$ cat src/rtl/memory_port_arbiter_pkg.sv
// memory_arbiter_pkg: shared widths, clear FSM encoding and client ids for the memory port arbiter.
package memory_arbiter_pkg;
  localparam int DEFAULT_ADDRESS_WIDTH = 9;
  localparam int DEFAULT_DATA_WIDTH = 24;
  localparam int DEFAULT_DEPTH = 512;
  localparam logic [0:0] IDLE = 1'b0;
  localparam logic [0:0] CLEAR = 1'b1;
  localparam logic CLIENT0 = 1'b0;
  localparam logic CLIENT1 = 1'b1;
endpackage

$ cat src/rtl/memory_port_arbiter_if.sv
// memory_port_arbiter_if: client read/write ports, clear control and memory-side bus of the arbiter.
interface memory_port_arbiter_if
  import memory_arbiter_pkg::*;
#(
  parameter int ADDRESS_WIDTH = DEFAULT_ADDRESS_WIDTH,
  parameter int DATA_WIDTH = DEFAULT_DATA_WIDTH
);
  logic c0_read_request, c1_read_request;
  logic [ADDRESS_WIDTH-1:0] c0_read_address, c1_read_address;
  logic c0_read_grant, c1_read_grant;
  logic [DATA_WIDTH-1:0] c0_read_data, c1_read_data;
  logic c0_read_data_valid, c1_read_data_valid;
  logic c0_write_request, c1_write_request;
  logic [ADDRESS_WIDTH-1:0] c0_write_address, c1_write_address;
  logic [DATA_WIDTH-1:0] c0_write_data, c1_write_data;
  logic c0_write_grant, c1_write_grant;
  logic clear_start;
  logic [DATA_WIDTH-1:0] clear_value;
  logic clear_busy, clear_done;
  logic mem_perform_read;
  logic [ADDRESS_WIDTH-1:0] mem_read_address;
  logic [DATA_WIDTH-1:0] mem_read_data;
  logic mem_read_data_ready;
  logic mem_perform_write;
  logic [ADDRESS_WIDTH-1:0] mem_write_address;
  logic [DATA_WIDTH-1:0] mem_write_data;
  modport slave (
    input c0_read_request, c1_read_request, c0_read_address, c1_read_address,
    output c0_read_grant, c1_read_grant, c0_read_data, c1_read_data,
    output c0_read_data_valid, c1_read_data_valid,
    input c0_write_request, c1_write_request, c0_write_address, c1_write_address,
    input c0_write_data, c1_write_data,
    output c0_write_grant, c1_write_grant,
    input clear_start, clear_value,
    output clear_busy, clear_done,
    output mem_perform_read, mem_read_address,
    input mem_read_data, mem_read_data_ready,
    output mem_perform_write, mem_write_address, mem_write_data
  );
  modport master (
    output c0_read_request, c1_read_request, c0_read_address, c1_read_address,
    input c0_read_grant, c1_read_grant, c0_read_data, c1_read_data,
    input c0_read_data_valid, c1_read_data_valid,
    output c0_write_request, c1_write_request, c0_write_address, c1_write_address,
    output c0_write_data, c1_write_data,
    input c0_write_grant, c1_write_grant,
    output clear_start, clear_value,
    input clear_busy, clear_done,
    input mem_perform_read, mem_read_address,
    output mem_read_data, mem_read_data_ready,
    input mem_perform_write, mem_write_address, mem_write_data
  );
endinterface

$ cat src/rtl/memory_port_arbiter_round_robin_2.sv
// round_robin_2: two-client round-robin arbiter; grants are combinational, pointer flips to the loser on each grant.
module round_robin_2
  import memory_arbiter_pkg::*;
(
  input  logic       clock,
  input  logic       reset_n,
  input  logic [1:0] request,
  input  logic       force_zero,
  output logic [1:0] grant
);
  logic pointer;
  logic [1:0] live;
  // Gating with reset_n keeps every grant low for the whole reset window.
  assign live = request & {2{reset_n & ~force_zero}};
  assign grant[0] = live[0] & (~live[1] | (pointer == CLIENT0));
  assign grant[1] = live[1] & (~live[0] | (pointer == CLIENT1));
  always_ff @(posedge clock or negedge reset_n)
    if (!reset_n) pointer <= CLIENT0;
    else if (|grant) pointer <= grant[0] ? CLIENT1 : CLIENT0;
endmodule

$ cat src/rtl/memory_port_arbiter.sv
// memory_port_arbiter: shares one dual-ported memory between two clients and a full-array clear sequencer.
module memory_port_arbiter
  import memory_arbiter_pkg::*;
#(
  parameter int ADDRESS_WIDTH = DEFAULT_ADDRESS_WIDTH,
  parameter int DATA_WIDTH = DEFAULT_DATA_WIDTH,
  parameter int DEPTH = DEFAULT_DEPTH
)(
  input logic clock,
  input logic reset_n,
  memory_port_arbiter_if.slave bus
);
  localparam logic [ADDRESS_WIDTH-1:0] LAST = ADDRESS_WIDTH'(DEPTH - 1);
  logic [1:0] rd_grant, wr_grant;
  logic read_owner;
  logic [0:0] state;
  logic clearing;
  logic [ADDRESS_WIDTH-1:0] clear_counter;
  logic [DATA_WIDTH-1:0] clear_latched;
  logic clear_done_q;
  assign clearing = state == CLEAR;
  round_robin_2 u_read (
    .clock(clock),
    .reset_n(reset_n),
    .request({bus.c1_read_request, bus.c0_read_request}),
    .force_zero(1'b0),
    .grant(rd_grant)
  );
  round_robin_2 u_write (
    .clock(clock),
    .reset_n(reset_n),
    .request({bus.c1_write_request, bus.c0_write_request}),
    .force_zero(clearing),
    .grant(wr_grant)
  );
  assign bus.c0_read_grant = rd_grant[0];
  assign bus.c1_read_grant = rd_grant[1];
  assign bus.mem_perform_read = |rd_grant;
  assign bus.mem_read_address = rd_grant[1] ? bus.c1_read_address : bus.c0_read_address;
  assign bus.c0_read_data = bus.mem_read_data;
  assign bus.c1_read_data = bus.mem_read_data;
  assign bus.c0_read_data_valid = bus.mem_read_data_ready & (read_owner == CLIENT0);
  assign bus.c1_read_data_valid = bus.mem_read_data_ready & (read_owner == CLIENT1);
  assign bus.c0_write_grant = wr_grant[0];
  assign bus.c1_write_grant = wr_grant[1];
  // The sweep owns the write port outright; client grants are already forced low while clearing.
  assign bus.mem_perform_write = clearing | (|wr_grant);
  assign bus.mem_write_address = clearing ? clear_counter : wr_grant[1] ? bus.c1_write_address : bus.c0_write_address;
  assign bus.mem_write_data = clearing ? clear_latched : wr_grant[1] ? bus.c1_write_data : bus.c0_write_data;
  assign bus.clear_busy = clearing;
  assign bus.clear_done = clear_done_q;
  always_ff @(posedge clock or negedge reset_n)
    if (!reset_n) begin
      read_owner <= CLIENT0;
      state <= IDLE;
      clear_counter <= '0;
      clear_latched <= '0;
      clear_done_q <= 1'b0;
    end else begin
      if (|rd_grant) read_owner <= rd_grant[1] ? CLIENT1 : CLIENT0;
      clear_done_q <= clearing && clear_counter == LAST;
      if (!clearing && bus.clear_start) begin
        state <= CLEAR;
        clear_counter <= '0;
        clear_latched <= bus.clear_value;
      end else if (clearing) begin
        clear_counter <= clear_counter + ADDRESS_WIDTH'(1);
        if (clear_counter == LAST) state <= IDLE;
      end
    end
endmodule

$ cat src/flat_wrapper.sv
// flat-port wrapper written by rule: the top's interface ports become plain ports
module memory_port_arbiter_flat import memory_arbiter_pkg::*;
#(
  parameter int ADDRESS_WIDTH = DEFAULT_ADDRESS_WIDTH,
  parameter int DATA_WIDTH = DEFAULT_DATA_WIDTH,
  parameter int DEPTH = DEFAULT_DEPTH
)
  (clock, reset_n, bus_c0_read_request, bus_c1_read_request, bus_c0_read_address, bus_c1_read_address, bus_c0_read_grant, bus_c1_read_grant, bus_c0_read_data, bus_c1_read_data, bus_c0_read_data_valid, bus_c1_read_data_valid, bus_c0_write_request, bus_c1_write_request, bus_c0_write_address, bus_c1_write_address, bus_c0_write_data, bus_c1_write_data, bus_c0_write_grant, bus_c1_write_grant, bus_clear_start, bus_clear_value, bus_clear_busy, bus_clear_done, bus_mem_perform_read, bus_mem_read_address, bus_mem_read_data, bus_mem_read_data_ready, bus_mem_perform_write, bus_mem_write_address, bus_mem_write_data);
  memory_port_arbiter_if #(.ADDRESS_WIDTH(ADDRESS_WIDTH), .DATA_WIDTH(DATA_WIDTH)) bus_i ();
  input logic clock;
  input logic reset_n;
  input wire logic [$bits(bus_i.c0_read_request)-1:0] bus_c0_read_request;
  input wire logic [$bits(bus_i.c1_read_request)-1:0] bus_c1_read_request;
  input wire logic [$bits(bus_i.c0_read_address)-1:0] bus_c0_read_address;
  input wire logic [$bits(bus_i.c1_read_address)-1:0] bus_c1_read_address;
  output wire logic [$bits(bus_i.c0_read_grant)-1:0] bus_c0_read_grant;
  output wire logic [$bits(bus_i.c1_read_grant)-1:0] bus_c1_read_grant;
  output wire logic [$bits(bus_i.c0_read_data)-1:0] bus_c0_read_data;
  output wire logic [$bits(bus_i.c1_read_data)-1:0] bus_c1_read_data;
  output wire logic [$bits(bus_i.c0_read_data_valid)-1:0] bus_c0_read_data_valid;
  output wire logic [$bits(bus_i.c1_read_data_valid)-1:0] bus_c1_read_data_valid;
  input wire logic [$bits(bus_i.c0_write_request)-1:0] bus_c0_write_request;
  input wire logic [$bits(bus_i.c1_write_request)-1:0] bus_c1_write_request;
  input wire logic [$bits(bus_i.c0_write_address)-1:0] bus_c0_write_address;
  input wire logic [$bits(bus_i.c1_write_address)-1:0] bus_c1_write_address;
  input wire logic [$bits(bus_i.c0_write_data)-1:0] bus_c0_write_data;
  input wire logic [$bits(bus_i.c1_write_data)-1:0] bus_c1_write_data;
  output wire logic [$bits(bus_i.c0_write_grant)-1:0] bus_c0_write_grant;
  output wire logic [$bits(bus_i.c1_write_grant)-1:0] bus_c1_write_grant;
  input wire logic [$bits(bus_i.clear_start)-1:0] bus_clear_start;
  input wire logic [$bits(bus_i.clear_value)-1:0] bus_clear_value;
  output wire logic [$bits(bus_i.clear_busy)-1:0] bus_clear_busy;
  output wire logic [$bits(bus_i.clear_done)-1:0] bus_clear_done;
  output wire logic [$bits(bus_i.mem_perform_read)-1:0] bus_mem_perform_read;
  output wire logic [$bits(bus_i.mem_read_address)-1:0] bus_mem_read_address;
  input wire logic [$bits(bus_i.mem_read_data)-1:0] bus_mem_read_data;
  input wire logic [$bits(bus_i.mem_read_data_ready)-1:0] bus_mem_read_data_ready;
  output wire logic [$bits(bus_i.mem_perform_write)-1:0] bus_mem_perform_write;
  output wire logic [$bits(bus_i.mem_write_address)-1:0] bus_mem_write_address;
  output wire logic [$bits(bus_i.mem_write_data)-1:0] bus_mem_write_data;
  assign bus_i.c0_read_request = bus_c0_read_request;
  assign bus_i.c1_read_request = bus_c1_read_request;
  assign bus_i.c0_read_address = bus_c0_read_address;
  assign bus_i.c1_read_address = bus_c1_read_address;
  assign bus_c0_read_grant = bus_i.c0_read_grant;
  assign bus_c1_read_grant = bus_i.c1_read_grant;
  assign bus_c0_read_data = bus_i.c0_read_data;
  assign bus_c1_read_data = bus_i.c1_read_data;
  assign bus_c0_read_data_valid = bus_i.c0_read_data_valid;
  assign bus_c1_read_data_valid = bus_i.c1_read_data_valid;
  assign bus_i.c0_write_request = bus_c0_write_request;
  assign bus_i.c1_write_request = bus_c1_write_request;
  assign bus_i.c0_write_address = bus_c0_write_address;
  assign bus_i.c1_write_address = bus_c1_write_address;
  assign bus_i.c0_write_data = bus_c0_write_data;
  assign bus_i.c1_write_data = bus_c1_write_data;
  assign bus_c0_write_grant = bus_i.c0_write_grant;
  assign bus_c1_write_grant = bus_i.c1_write_grant;
  assign bus_i.clear_start = bus_clear_start;
  assign bus_i.clear_value = bus_clear_value;
  assign bus_clear_busy = bus_i.clear_busy;
  assign bus_clear_done = bus_i.clear_done;
  assign bus_mem_perform_read = bus_i.mem_perform_read;
  assign bus_mem_read_address = bus_i.mem_read_address;
  assign bus_i.mem_read_data = bus_mem_read_data;
  assign bus_i.mem_read_data_ready = bus_mem_read_data_ready;
  assign bus_mem_perform_write = bus_i.mem_perform_write;
  assign bus_mem_write_address = bus_i.mem_write_address;
  assign bus_mem_write_data = bus_i.mem_write_data;
  memory_port_arbiter #(.ADDRESS_WIDTH(ADDRESS_WIDTH), .DATA_WIDTH(DATA_WIDTH), .DEPTH(DEPTH)) u_core (.clock(clock), .reset_n(reset_n), .bus(bus_i));
endmodule
$ cat config.mk
export PLATFORM = sky130hd
export DESIGN_NAME = memory_port_arbiter_flat
export DESIGN_NICKNAME = d
export VERILOG_FILES = /design/src/rtl/memory_port_arbiter_pkg.sv /design/src/rtl/memory_port_arbiter_if.sv /design/src/rtl/memory_port_arbiter_round_robin_2.sv /design/src/rtl/memory_port_arbiter.sv /design/src/flat_wrapper.sv
export SDC_FILE = /design/constraint.sdc
export NUM_CORES = 1
export LEC_CHECK = 0
export BUFFER_PORTS_ARGS = -buffer_cell sky130_fd_sc_hd__buf_4
export CAP_MARGIN = 10
export CORE_AREA = 2 2 94 96
export DETAILED_ROUTE_END_ITERATION = 8
export DIE_AREA = 0 0 96 98
export GPL_TIMING_DRIVEN = 0
export PLACE_DENSITY_LB_ADDON = 0.12
export SYNTH_ARGS = -nofsm -noshare
export SYNTH_HDL_FRONTEND = slang
export SYNTH_SLANG_ARGS = --single-unit
$ cat constraint.sdc
create_clock -name clock -period 3.2 [get_ports clock]
set_input_delay 0.16 -clock clock [delete_from_list [all_inputs] [get_ports clock]]
set_output_delay 0.16 -clock clock [all_outputs]
set_load 0.03 [all_outputs]
==> impl_metrics.csv <==
group,metric,value,unit
logic_synthesis,avgSynthCellArea,10.3,um^2
logic_synthesis,synth.most_common_cell,"buf_4",
sta,setup_viol,0,
logic_synthesis,synth-adder-area-share,0.925,%
placement,dp_hpwl,7140,um
pwr,irDropWorstVdd,260,uV
run_status,status,"completed",
cells_and_area,area_growth,68.3,%
sta,relSlewSlack,63.1,%
sta,clock.fmax,0.406,GHz
logic_synthesis,syn_nets,405,
worst_setup_path,reg2regPathDepth,4,
cts,cts_buffers,5,
sta,skew,0.00734,ns
die,core-area,8470,um^2
cts,clock_latency,0.29,ns
placement,place_inst,586,
logic_synthesis,ys_warn_count,0,
worst_hold_path,hold_path_startpoint,"bus_clear_value[19]",
drt,vias,2804,
die,start_util,31.9,%
global_route,grt_usage,17.8,%
cts,cts-root-to-sink-buffers,2,
pwr,p_seq_share,33.3,%
worst_setup_path,cp-start-kind,"input pin",
sta,fin_setup_tns,0,ns
worst_setup_path,r2r_start,"u_core.bus.clear_busy",
worst_setup_path,worstReg2RegEnd,"u_core.clear_latched[18]",
pwr,finalPower,1.96,mW
sta,worst_slew_pin_slew,0.553,ns
worst_setup_path,worstPathRequired,3.04,ns
cells_and_area,drive_gt1_share,64.9,%
cts,postCtsSetupBuffers,0,
logic_synthesis,yosysTopAreaCellShare,35.2,%
logic_synthesis,yosysTopAreaCell,"dfrtp_1",
flow_run,drv_cap,0,
logic_synthesis,synth_edf_count,0,
worst_setup_path,ff2ff_setup_slack,1.54,ns
logic_synthesis,syn_inst,263,
die,die-area,9410,um^2
logic_synthesis,synth_cell_types,32,
worst_hold_path,whs_endpoint,"u_core.clear_latched[19]",
cts,h-tree-depth,2,
logic_synthesis,synth_area,2700,um^2
cts,cts_tree,"built",
die,rows,34,
sta,finalMaxSlewViolations,0,
pwr,combPwrFrac,49.7,%
drt,drt_iter0_markers,91,
sta,fin_crit,2.46,ns
pwr,p_clk_share,17.0,%
logic_synthesis,async_flop_share,100,%
drt,ant_nets,0,
cts,root_buffer,"clkbuf_8",
placement,place.gp.congestion,0.764,
worst_hold_path,whs_path_depth,2,
sta,holdWs,0.0957,ns
die,die_y,98,um
cts,numClockSinks,38,
global_route,antenna_found_initial,0,
worst_setup_path,path_class,"in2out",
pwr,power-per-cell-area,431,nW/um^2
worst_setup_path,cp_max_fo,43,
drt,drt_first_pass_iters,4,
logic_synthesis,yosys-top-cells-area,"dfrtp_1, mux2_2, buf_4",
placement,port_buffers,215,
pwr,p_int,1.22,mW
pwr,netSwitchingFraction,37.9,%
logic_synthesis,synth_xor_area_share,0.972,%
drt,totalWireLength,8900,um
logic_synthesis,synth_top_family_by_area,"buffers and inverters",
worst_hold_path,min_path_type,"in2reg",
global_route,first_global_vias,2618,
logic_synthesis,netlist_top_cells_count,"buf_4, dfrtp_1, and2_1",
logic_synthesis,synth.area.mux_share,14.9,%
drt,drc,0,
drt,vias_per_cell,4.71,
die,die_x,96,um
cells_and_area,diodes,0,
pwr,p_leak,2.38,nW
worst_setup_path,end_kind,"output port",
global_route,grt_max_degree,44,
global_route,grt_pass1_wl,13100,um
die,ios,240,
sta,hold_violations,0,
sta,fin_crit_sh,77.0,%
logic_synthesis,synth_simple_gate_area_share,15.0,%
drt,wl_per_cell,15.0,um
logic_synthesis,ys_ff_latch,38,
worst_setup_path,arrival,2.30,ns
logic_synthesis,synth_compound_area_share,15.7,%
cts,clk_pin_slew,0.08,ns
sta,rsz0062_at_grt,"false",
cells_and_area,fin_cells,595,
cells_and_area,nets,628,
global_route,gr-total-overflow,0,
pwr,p_sw,0.743,mW
logic_synthesis,synth_ff_type,"dfrtp_1",
logic_synthesis,yosysSeqAreaShare,35.2,%
==> layout make-up <==
type | instances | area (um^2)
buffer | 64 | 454
clock buffer | 6 | 72.6
clock inverter | 2 | 13.8
fill | 789 | 3920
inverter | 4 | 15.0
multi-input combinational | 157 | 1280
sequential | 38 | 951
tap | 108 | 135
timing repair buffer | 216 | 1620
==> placed cells by master, fill, tap and decap left out <==
master and count:
a211o_1 1, a21o_1 3, a21oi_1 1, a221o_1 33, a22o_1 1, a31oi_2 1, and2_1 35, and3_1 3
buf_1 1, buf_2 9, buf_4 263, buf_6 3, clkbuf_1 4, clkbuf_8 5, clkinv_2 1, clkinv_4 1
dfrtp_1 38, dlygate4sd3_1 1, ha_1 2, inv_1 4, mux2_2 33, mux2i_1 3, nand2_1 7, nand2b_1 8
nand3_1 4, nand3b_1 1, nand4_1 2, nor2_1 5, nor2b_1 3, nor3b_1 2, o211ai_1 1, o21ai_0 3
o21bai_1 1, o22ai_1 1, xnor2_1 2, xor2_1 1
==> power by group through the flow <==
stage               Sequential (mW)  Combinational, mW  Clock (mW)
global route                  0.667               1.04       0.363
detailed placement            0.660              0.983           0
global placement              0.654              0.970           0
finish                        0.652              0.975       0.333
floorplan                     0.635              0.626           0
CTS                           0.651              0.985       0.348
==> per-stage QoR <==
step	cell area, um^2	setup WS (ns)	util [%]
after floorplan	2700	1.41	-
after global placement	4450	1.26	52.6
after detailed placement	4450	1.24	52.6
after CTS	4550	0.680	53.7
after global routing	4550	0.508	53.7
final	4550	0.736	53.7
==> cell families (layout without fill, tap and decap cells) <==
| family | count (synthesis) | count (layout) |
|---|---|---|
| simple gates | 70 | 70 |
| buf+inv | 68 | 292 |
| compound gates | 46 | 46 |
| flops | 38 | 38 |
| mux | 36 | 36 |
| xor+xnor | 3 | 3 |
| fa+ha+maj | 2 | 2 |
==> sequential cells by signal (all words and copies together), names as in the netlist <==
signal	cells
u_core.bus.clear_busy	1
u_core.u_read.pointer	1
u_core.read_owner	1
u_core.u_write.pointer	1
u_core.clear_latched	24
u_core.clear_counter	9
u_core.bus.clear_done	1
==> layer usage <==
layer | vias up | share of wire, % | GRT usage (%)
li1 | 1344 | - | -
met3 | 4 | 10 | 4.32
met4 | 0 | 0.67 | 3.85
met2 | 137 | 50 | 31.0
met1 | 1319 | 39 | 21.9
met5 | - | 0 | 0
==> worst max path at each step <==
| stage | slack (ns) | cells after the start | startpoint | end |
|---|---|---|---|---|
| final | 0.74 | 8 | reset_n | bus_mem_write_data[3] |
| after global routing | 0.51 | 8 | reset_n | bus_mem_write_data[3] |
| after CTS | 0.68 | 8 | reset_n | bus_mem_write_data[3] |
| after detailed placement | 1.24 | 7 | reset_n | bus_mem_write_data[3] |
| after global placement | 1.26 | 7 | reset_n | bus_mem_write_data[3] |
| after floorplan | 1.41 | 5 | u_core.bus.clear_busy | bus_mem_write_address[0] |
==> critical path: stages <==
cell and delay (ns):
dlygate4sd3_1 0.53, buf_4 0.31, nor2b_1 0.22, and3_1 0.17, buf_2 0.18, buf_6 0.16
a221o_1 0.38, buf_4 0.19
==> repair_timing <==
action                                 in CTS  in global routing
endpoints found under the hold margin      38                  0
hold buffers                                1                  0
gates resized for setup                     0                  0
(Power assumes the default switching activity.)
